[config.mk]
export PLATFORM = sky130hd
export DESIGN_NAME = nibble_serial_sub16
export DESIGN_NICKNAME = d
export VERILOG_FILES = /design/src/rtl/nibble_sub16_pkg.sv /design/src/rtl/nibble_serial_sub16_sub_slice.sv /design/src/rtl/nibble_serial_sub16.sv
export SDC_FILE = /design/constraint.sdc
export NUM_CORES = 1
export LEC_CHECK = 0
export ABC_AREA = 1
export CAP_MARGIN = 10
export CORE_AREA = 2 2 81 83
export CTS_BUF_LIST = sky130_fd_sc_hd__clkbuf_8
export DETAILED_ROUTE_END_ITERATION = 10
export DIE_AREA = 0 0 83 85
export PLACE_DENSITY = 0.73
export SYNTH_ARGS = -nofsm -noshare
export SYNTH_HDL_FRONTEND = slang
export SYNTH_SLANG_ARGS = --single-unit
[constraint.sdc]
create_clock -name clk -period 1.95 [get_ports clk]
set_input_delay 0.39 -clock clk [delete_from_list [all_inputs] [get_ports clk]]
set_output_delay 0.39 -clock clk [all_outputs]
set_load 0.02 [all_outputs]
[src/rtl/nibble_sub16_pkg.sv]
// Shared types and defaults for the nibble-serial 16-bit subtractor.
// Optional add mode is enabled with the NIBBLE_SUB16_ADDMODE_EN macro.
package nibble_sub16_pkg;

    localparam int DEF_WIDTH = 16;
    localparam int DEF_SLICE = 4;
    localparam int NSLICE    = DEF_WIDTH / DEF_SLICE;

    typedef enum logic [1:0] {
        IDLE = 2'd0,
        RUN  = 2'd1,
        DONE = 2'd2
    } state_t;

endpackage

[src/rtl/nibble_serial_sub16_sub_slice.sv]
// One combinational SLICE-bit subtract (or add) step with borrow/carry.
// The op input exists only when NIBBLE_SUB16_ADDMODE_EN is defined.
module sub_slice #(
    parameter int W = 4
) (
    input  logic [W-1:0] a,
    input  logic [W-1:0] b,
    input  logic         bin,
`ifdef NIBBLE_SUB16_ADDMODE_EN
    input  logic         op,
`endif
    output logic [W-1:0] d,
    output logic         bout
);

    logic [W:0] sum;
    logic       is_add;

`ifdef NIBBLE_SUB16_ADDMODE_EN
    assign is_add = op;
`else
    assign is_add = 1'b0;
`endif

    // Subtract is a + ~b + ~borrow; the borrow out is the inverted carry.
    always_comb begin
        sum  = '0;
        d    = '0;
        bout = 1'b0;
        if (is_add) begin
            sum  = {1'b0, a} + {1'b0, b} + {{W{1'b0}}, bin};
            bout = sum[W];
        end else begin
            sum  = {1'b0, a} + {1'b0, ~b} + {{W{1'b0}}, ~bin};
            bout = ~sum[W];
        end
        d = sum[W-1:0];
    end

endmodule

[src/rtl/nibble_serial_sub16.sv]
// Multi-cycle WIDTH-bit subtractor, one SLICE per clock, LSB first.
// Define NIBBLE_SUB16_ADDMODE_EN to add the op port (1 = add).
module nibble_serial_sub16
    import nibble_sub16_pkg::*;
#(
    parameter int WIDTH = DEF_WIDTH,
    parameter int SLICE = DEF_SLICE
) (
    input  logic             clk,
    input  logic             rst_n,
    input  logic             in_valid,
    output logic             in_ready,
    input  logic [WIDTH-1:0] A,
    input  logic [WIDTH-1:0] B,
    input  logic             Bin,
`ifdef NIBBLE_SUB16_ADDMODE_EN
    input  logic             op,
`endif
    output logic             out_valid,
    input  logic             out_ready,
    output logic [WIDTH-1:0] D,
    output logic             Bout,
    output logic             zero,
    output logic             neg,
    output logic             ovf,
    output logic             busy
);

    localparam int NS = WIDTH / SLICE;
    localparam int CW = (NS > 1) ? $clog2(NS) : 1;
    localparam logic [CW-1:0] LAST = CW'(NS - 1);

    state_t state;
    state_t state_n;

    logic [WIDTH-1:0]       a_q;
    logic [WIDTH-1:0]       b_q;
    logic [WIDTH-SLICE-1:0] res_q;
    logic [WIDTH-1:0]       d_nxt;
    logic [CW-1:0]          cnt;
    logic                   brw;
    logic [SLICE-1:0]       sd;
    logic                   sb;
    logic                   addm;
    logic                   bb;
    logic                   c_in;
    logic                   c_out;
    logic                   ovf_nxt;

`ifdef NIBBLE_SUB16_ADDMODE_EN
    logic op_q;
    assign addm = op_q;
`else
    assign addm = 1'b0;
`endif

    sub_slice #(.W(SLICE)) u_slice (
        .a    (a_q[SLICE-1:0]),
        .b    (b_q[SLICE-1:0]),
        .bin  (brw),
`ifdef NIBBLE_SUB16_ADDMODE_EN
        .op   (op_q),
`endif
        .d    (sd),
        .bout (sb)
    );

    assign d_nxt = {sd, res_q};

    // Overflow = carry into the top bit XOR carry out, on the last slice.
    assign bb      = addm ? b_q[SLICE-1] : ~b_q[SLICE-1];
    assign c_in    = sd[SLICE-1] ^ a_q[SLICE-1] ^ bb;
    assign c_out   = addm ? sb : ~sb;
    assign ovf_nxt = c_in ^ c_out;

    assign in_ready  = (state == IDLE);
    assign out_valid = (state == DONE);
    assign busy      = (state != IDLE);

    always_comb begin
        state_n = state;
        unique case (state)
            IDLE:    if (in_valid) state_n = RUN;
            RUN:     if (cnt == LAST) state_n = DONE;
            DONE:    if (out_ready) state_n = IDLE;
            default: state_n = IDLE;
        endcase
    end

    always_ff @(posedge clk or negedge rst_n) begin
        if (!rst_n) begin
            state <= IDLE;
        end else begin
            state <= state_n;
        end
    end

    always_ff @(posedge clk or negedge rst_n) begin
        if (!rst_n) begin
            a_q   <= '0;
            b_q   <= '0;
            res_q <= '0;
            cnt   <= '0;
            brw   <= 1'b0;
            D     <= '0;
            Bout  <= 1'b0;
            zero  <= 1'b0;
            neg   <= 1'b0;
            ovf   <= 1'b0;
`ifdef NIBBLE_SUB16_ADDMODE_EN
            op_q  <= 1'b0;
`endif
        end else begin
            unique case (state)
                IDLE: begin
                    if (in_valid) begin
                        a_q  <= A;
                        b_q  <= B;
                        brw  <= Bin;
                        cnt  <= '0;
`ifdef NIBBLE_SUB16_ADDMODE_EN
                        op_q <= op;
`endif
                    end
                end
                RUN: begin
                    a_q   <= a_q >> SLICE;
                    b_q   <= b_q >> SLICE;
                    brw   <= sb;
                    res_q <= d_nxt[WIDTH-1:SLICE];
                    cnt   <= cnt + 1'b1;
                    if (cnt == LAST) begin
                        D    <= d_nxt;
                        Bout <= sb;
                        zero <= (d_nxt == '0);
                        neg  <= d_nxt[WIDTH-1];
                        ovf  <= ovf_nxt;
                    end
                end
                default: ;
            endcase
        end
    end

endmodule

# --- Word level (Yosys, flattened, before mapping) ---
# Index checks and enable logic that the tools add are counted.
# W data, S select, Z words.
word_totals:
  output_inout_bits: 23
  inputBits: 37
  wordCells: 46
  regBits: 69
op_classes:
  n_eq_ne: 6
  mux: 12
  add_sub_neg: 3
  reduce_logical: 7
  n_bitwise: 7
ops:
  columns: ["cell", "count"]
  rows:
  - ["$pmux W16 S2", 2]
  - ["$mux W16", 2]
  - ["$logic_not A16 Y1", 1]
  - ["$mux W2", 4]
  - ["$pmux W2 S3", 1]
  - ["$add A4 B4 Y5", 1]
  - ["$add A5 B1 Y5", 1]
  - ["$eq A2 B2 Y1 const B", 2]
  - ["$ne A2 B2 Y1 const B", 2]
  - ["$not A4 Y4", 1]
  - ["$pmux W2 S2", 1]
  - ["$reduce_and A2 Y1", 2]
  - ["$reduce_bool A2 Y1", 2]
  - ["$not A1 Y1", 3]
  - ["$reduce_and A3 Y1", 1]
  - ["$xor A1 B1 Y1", 3]
  - ["$add A2 B1 Y2 const B", 1]
  - ["$eq A2 B1 Y1 const B", 1]
  - ["$logic_not A2 Y1", 1]
  - ["$ne A2 B1 Y1 const B", 1]
  - ["$pmux W1 S2", 1]
  - ["$mux W1", 1]

# --- Depth between registers and ports, before layout ---
# Gate-level depths: netlist (run 1).
logic_depth:
  word_depth: 6
  ltp_mapped: 12
  mapped_depth_nobuf: 12

# --- Hierarchy ---
# A second synthesis (run 1) with hierarchy kept.
unflattened:
  cells_unflattened: 373
  area_unflattened_um2: 3141.8
by_module_without_submodules:
  columns: ["mod", "area_each_um2", "cells_each", "seq_area_each_um2", "n_inst"]
  rows:
  - ["nibble_serial_sub16", 2970.3, 346, 1701.6, 1]
  - ["sub_slice", 171.4, 27, 0.0, 1]

# --- Worst setup path before layout (run 1) ---
# No wires, ideal clock.
synth_path:
  kind: "register to register"
  startpoint: "register a_q[0]"
  endpoint: "register zero"
  n_path_buf: 0
  period_less_slack_ns: 1.765
  t_arrival_ns: 1.682
  path_stages_with_launch: 10
  path_slack_ns: 0.185
  t_required_ns: 1.867
  setup_ns: 0.083
  cell_sequence: "dfrtp_1 -> inv_1 -> fa_1 -> inv_1 -> fa_1 -> inv_1 -> nand4_1 -> nor2_1 -> nand3b_1 -> o21ai_0"
synth_via:
  elab_chain_len: 3
synth_lines:
  columns: ["element", "line_no", "rtl"]
  rows:
  - ["start: declaration", "nibble_serial_sub16.sv:36", "logic [WIDTH-1:0] a_q;"]
  - ["start signal: assignment", "nibble_serial_sub16.sv:127", "a_q <= a_q >> SLICE;"]
  - ["$add A4 B4 Y5", "nibble_serial_sub16_sub_slice.sv:34", "sum = {1'b0, a} + {1'b0, ~b} + {{W{1'b0}}, ~bin};"]
  - ["$add A5 B1 Y5", "nibble_serial_sub16_sub_slice.sv:34", null]
  - ["named net sd[1]", "nibble_serial_sub16.sv:42", "logic [SLICE-1:0] sd;"]
  - ["$logic_not A16 Y1", "nibble_serial_sub16.sv:135", "zero <= (d_nxt == '0);"]
  - ["end signal: assignment", "nibble_serial_sub16.sv:135", null]
  - ["end: declaration", "nibble_serial_sub16.sv:23", "output logic zero,"]
# The timed path passes the listed nets, and every way through them passes these cells.
# A chain may end at the register's enable or synchronous reset.

# --- Worst setup path after layout (run 1) ---
# Same ends and word-level chain as after synthesis.

==> results of run 1 <==
-- routing by layer --
metal  up-vias  global-route usage, %  wire (µm)
met5         -                      0          0
met4         0                   9.54        159
met3        13                   4.57        385
met2        81                   31.8       2990
met1      1113                   23.4       2730
li1       1179                      -          -
-- worst max-delay path, stage by stage, from the launching register on --
cell	delay, ns
dfrtp_1	0.32
inv_1	0.07
fa_2	0.38
inv_2	0.07
fa_1	0.42
inv_2	0.07
nand4_1	0.09
nor2_1	0.12
nand3b_1	0.09
o21ai_1	0.11
-- logic make-up (layout without fill, tap and decap cells) --
family                   Yosys count  after routing  synth area share, %
AO/OA/AOI/OAI                     95             95                 17.4
buffers and inverters             53            114                 8.42
adder cells (fa/ha/maj)            6              6                 3.00
AND/OR/NAND/NOR                  102            103                 13.9
XOR/XNOR                           2              2                0.584
flip-flops                        68             68                 56.7
-- power breakdown --
group | switching (µW) | total [µW] | internal [µW] | leakage, µW
combinational | 2050 | 3400 | 1340 | 0.000845
clock | 507 | 1020 | 510 | 0.0000976
sequential | 359 | 2450 | 2090 | 0.000840
total | 2920 | 6870 | 3950 | 0.00178
-- how the worst min path moves through the flow --
| stage | from | endpoint | cells after the start |
|---|---|---|---|
| 2_1_floorplan | rst_n | Bout$_DFFE_PN0P_ | 0 |
| 3_3_place_gp | rst_n | D[6]$_DFFE_PN0P_ | 1 |
| 3_5_place_dp | rst_n | D[7]$_DFFE_PN0P_ | 1 |
| 4_1_cts | D[11]$_DFFE_PN0P_ | D[11]$_DFFE_PN0P_ | 2 |
| 5_1_grt | D[6]$_DFFE_PN0P_ | D[6]$_DFFE_PN0P_ | 2 |
| 6_report | res_q[1]$_DFFE_PN0P_ | res_q[1]$_DFFE_PN0P_ | 2 |
-- state kept, by name, summed over array words and instances, names as in the netlist --
register / count
Bout: 1
D: 16
a_q: 16
b_q: 16
brw: 1
cnt: 2
ovf: 1
res_q: 12
state: 2
zero: 1
-- cell type report --
class	count	area share, %
Multi-Input combinational cell	206	27.8
Tap cell	77	2.54
Timing Repair Buffer	64	16.8
Clock buffer	11	3.99
Inverter	35	3.53
Sequential cell	68	44.8
Clock inverter	4	0.461
-- metrics by stage --
step | setup TNS, ns | util [%] | power (µW)
finish | 0 | 61.2 | 6870
CTS | 0 | 61.0 | 6870
detailed placement | -0.802 | 58.1 | 5860
global route | -0.00435 | 61.2 | 7560
global placement | -0.576 | 58.1 | 5750
floorplan | 0 | - | 4950
-- cells in the final DEF, fill, tap and decap left out, types with 3 or more instances in the layout --
| cell | netlist | routed |
|---|---|---|
| a21oi_1 | 26 | 26 |
| nor2_1 | 27 | 26 |
| nand3_1 | 6 | 6 |
| clkbuf_8 | 0 | 11 |
| o21ai_1 | 21 | 22 |
| o21ai_0 | 31 | 30 |
| inv_1 | 33 | 33 |
| dfrtp_1 | 68 | 67 |
| clkdlybuf4s50_1 | 0 | 55 |
| o22ai_1 | 6 | 6 |
| buf_4 | 2 | 3 |
| inv_2 | 1 | 3 |
| a22o_1 | 9 | 9 |
| nand2_1 | 61 | 61 |
| nor2_2 | 2 | 4 |
| ha_1 | 4 | 4 |
| nand4_1 | 3 | 3 |
-- repair_timing --
item,in CTS,in global routing
hold buffers,1,0
endpoints found under the setup margin,2,6
pin swaps,0,2
gates cloned,0,1
hold endpoints to repair,18,0
resized for setup,3,6
==> flow_summary.yaml, run 1 <==
run_status:
  status: "finished clean"
sta:
  drv_slew: 0
  hold_ws_ns: 0.483
  finClkSkew_ns: 0.00591
  rsz0062_at_grt: "true"
  fin_crit_sh_pct: 92.5
  setup_slack_ns: 0.146
  setup_viol: 0
  hold_viol: 0
  finalCriticalPeriod_ns: 1.80
  tightest_slew_ns: 0.705
  slew_headroom_pct: 53.0
  max_freq_ghz: 0.554
layout:
  stdcell_area_um2: 3800
  fillers: 547
  drive_gt1_share_pct: 7.73
  diodes: 0
  fin_cells: 465
  area_growth_syn_to_layout_pct: 26.6
  multi_input_comb_area_um2: 1060
  nets: 427
  ff_latch_area_um2: 1700
global_routing:
  grt_use_total_pct: 19.1
  grt_pass1_wl_mm: 10.8
  antenna_found_initial: 0
  grt_max_degree: 51
  grt_overflow: 0
  grt_pass1_vias: 2411
clock_tree:
  cts.sinks: 68
  clkTransAtPathRegs_ns: 0.07
  cts_buffer_depth: 2
  cts_tree: "yes"
  clkLatencyLatePin_ns: 0.34
  post_cts_buffers: 0
  h-tree-depth: 3
  cts_buffers: 9
  root_buffer: "clkbuf_8"
floorplanning:
  die_h_um: 85
  core-area_um2: 6200
  dieArea_um2: 7060
  die_w_um: 83
  std_cell_rows: 29
  initial_core_util_pct: 48.4
  io_pins: 60
synthesis:
  yosysMostFrequentCell: "dfrtp_1"
  ys.flop_type: "dfrtp_1"
  yosysTopAreaCell: "dfrtp_1"
  synthArstFlopShare_pct: 100
  netlist_top_cells_area: "dfrtp_1 (57%), nand2_1 (7.6%), o21ai_0 (5.2%), a21oi_1 (4.3%), inv_1 (4.1%)"
  synth_top_area_share_pct: 56.7
  synthTopCellsByCount: "dfrtp_1 (68), nand2_1 (61), inv_1 (33)"
  synth-seq-cells: 68
  synthDistinctLibCells: 26
  yosysWarnings: 0
  synth_fp_nets: 369
  syn_area_per_cell_um2: 9.20
  post_synth_instance_area_um2: 3000
  synth_edf_count: 0
  yosysSeqAreaShare_pct: 56.7
  synthesis.instances: 326
place:
  place_area_um2: 3610
  io_buffers: 59
  dp_slack_ns: -0.138
  globalplace.congestion: 0.780
  dp_cells: 448
  dp_hpwl_mm: 4.11
route:
  drt_wl_total_mm: 6.27
  num_vias: 2386
  ant_nets: 0
  drc: 0
  vias_per_cell: 5.13
  drt-wirelength-per-cell_um: 13.5
  drtIter0Drc: 125
  dr.pass1.iters: 4
pwr:
  peakVddDrop_mv: 0.825
  cellPowerDensity_nw_per_um2: 1810
  power.leakage_uw: 0.00178
setup_path:
  path_class: "reg -> reg"
  cp-endpoint: "zero$_DFFE_PN0P_"
  critPathLaunch: "a_q[0]$_DFFE_PN0P_"
  cp.arrival_ns: 2.08
  path_max_fanout: 3
  r2r_slack_ns: 0.15
  start_kind: "flop"
  reg2regPathDepth: 9
  worstPathRequired_ns: 2.22
  crit_path_end_kind: "flop"
  r2r-start: "a_q[0]$_DFFE_PN0P_"
  reg2reg_to: "zero$_DFFE_PN0P_"
job:
  max_cap_violations: 0
hold_path:
  hold_class: "reg -> reg"
(Power assumes the default switching activity.)
==> run 2, diff against run 1 <==
- SLEW_MARGIN: not set -> 10
==> results of run 2 <==
Same layout as run 1: the final DEF is identical, and so are final timing and power.
==> run 3, diff against run 2 <==
- CORE_AREA: 2 2 81 83 -> 2 2 113 60
- CTS_CLUSTER_DIAMETER: not set -> 40
- DIE_AREA: 0 0 83 85 -> 0 0 115 62
- PLACE_DENSITY: 0.73 -> 0.74
- SLEW_MARGIN: 10 -> 25
==> run 3 against run 2 <==
- sequential share of layout area down 0.46 points
- die area grew 1.1%
- first-iteration DRC count up 76%
- largest power group unchanged
==> flow_summary.yaml, run 3 (same netlist as run 1, synthesis figures left out) <==
run_status:
  status: "finished clean"
layout:
  utilization_pct: 60.8
  top_regs: "D: 16 flops, a_q: 16 flops, b_q: 16 flops"
  final_common_cell: "dfrtp_1"
  nets: 428
  area_growth_syn_to_layout_pct: 27.8
  final_cell_mix: "dfrtp_1 (68), nand2_1 (61), clkdlybuf4s50_1 (55), inv_1 (31), o21ai_0 (31)"
  diodes: 0
  drive_gt1_share_pct: 8.72
sta:
  setup_viol: 0
  max_freq_ghz: 0.543
  slew_headroom_pct: 50.3
  finClkSkew_ns: 0.00844
  drv_slew: 0
  rsz0062_at_grt: "true"
  finalCriticalPeriod_ns: 1.84
  hold_viol: 0
  hold_ws_ns: 0.0413
  tightest_slew_ns: 0.745
  fin_crit_sh_pct: 94.4
floorplanning:
  initial_core_util_pct: 47.6
  std_cell_rows: 21
  die_h_um: 62
  dieArea_um2: 7130
  die_w_um: 115
  io_pins: 60
  core-area_um2: 6310
setup_path:
  cpMaxStageDelayCell: "fa_1"
  start_kind: "flop"
  critical_path_buf_inv_count: 2
  cp_slowest_stage_delay_ns: 0.42
  cp.arrival_ns: 2.11
  worstPathRequired_ns: 2.22
  path_max_fanout: 3
  cp_top_family: "adder cells"
  crit_top_cell: "inv_2"
  crit_chain: "fa_2 -> inv_2 -> fa_1 -> inv_2 -> nand4_1 -> nor2_1 -> nand3b_1 -> o21ai_0"
  crit_path_end_kind: "flop"
  path_class: "reg -> reg"
global_routing:
  grt_pass1_wl_mm: 10.4
  grt_max_degree: 69
  grt_overflow: 0
  grt_use_total_pct: 19.7
  antenna_found_initial: 0
  grt_pass1_vias: 2102
clock_tree:
  clkLatencyLatePin_ns: 0.35
  cts.sinks: 68
  clkTransAtPathRegs_ns: 0.08
  cts_tree: "yes"
  cts_buffers: 9
  cts_buffer_depth: 2
  post_cts_buffers: 0
  root_buffer: "clkbuf_8"
  h-tree-depth: 3
route:
  num_vias: 2360
  drtIter0Drc: 220
  vias_per_cell: 5.02
  dr.pass1.iters: 4
  drt-wirelength-per-cell_um: 14.1
  drc: 0
  ant_nets: 0
  drt_wl_total_mm: 6.63
place:
  globalplace.congestion: 0.837
  io_buffers: 59
  dp_hpwl_mm: 4.55
job:
  max_cap_violations: 0
pwr:
  peakVddDrop_mv: 0.970
  cellPowerDensity_nw_per_um2: 1860
  power.leakage_uw: 0.00178
  p_total_uw: 7130
hold_path:
  hold_class: "in -> async"
==> run 3: metal layers <==
layer	up-vias	routed length [µm]	GRT usage [%]
li1	1192	-	-
met1	1101	3600	30.5
met2	61	2510	25.2
met3	6	462	7.18
met4	0	53	6.20
met5	-	0	0
==> run 3: worst reg2reg max path: stages, from the launching register on <==
cell and delay (ns):
dfrtp_1 0.41, fa_2 0.36, inv_2 0.07, fa_1 0.42, inv_2 0.09, nand4_1 0.09, nor2_1 0.12, nand3b_1 0.07
o21ai_0 0.13
==> run 3: stage by stage <==
stage | setup slack (ns) | cells | setup TNS [ns] | cell area [µm²]
final | 0.110 | 470 | 0 | 3830
after floorplan | 0.185 | 326 | 0 | 3000
after global placement | -0.0974 | 453 | -0.587 | 3620
after global routing | -0.0346 | 470 | -0.0346 | 3830
after detailed placement | -0.186 | 453 | -1.09 | 3620
after CTS | 0.0187 | 469 | 0 | 3820
==> run 3: report_power, final <==
group | internal [µW] | total [µW] | switching [µW]
sequential | 2090 | 2460 | 369
clock | 622 | 1170 | 547
combinational | 1370 | 3510 | 2140
==> run 3: area by class of cell <==
class	instances	area, µm²
clock buffer	10	138
clock inverter	6	63.8
fill	556	2470
inverter	35	134
multi-input combinational	206	1060
sequential	68	1700
tap	80	100
timing repair buffer	65	639
==> run 3: path summary, 6_finish.rpt <==
path | depth (start not counted) | to | startpoint | slack, ns
max | 8 | zero$_DFFE_PN0P_ | b_q[0]$_DFFE_PN0P_ | 0.11
min | 2 | D[1]$_DFFE_PN0P_ | rst_n | 0.04
max reg2reg | 8 | zero$_DFFE_PN0P_ | b_q[0]$_DFFE_PN0P_ | 0.11
min reg2reg | 2 | D[11]$_DFFE_PN0P_ | D[11]$_DFFE_PN0P_ | 0.49
max in group asynchronous | 2 | ovf$_DFFE_PN0P_ | rst_n | 1.61
min in group clk | 2 | D[11]$_DFFE_PN0P_ | D[11]$_DFFE_PN0P_ | 0.49
==> run 3: timing repair <==
action,CTS,global route
cloned,0,1
hold buffers,0,0
pin swaps,0,2
resized for setup,3,4
endpoints found under the setup margin,3,9
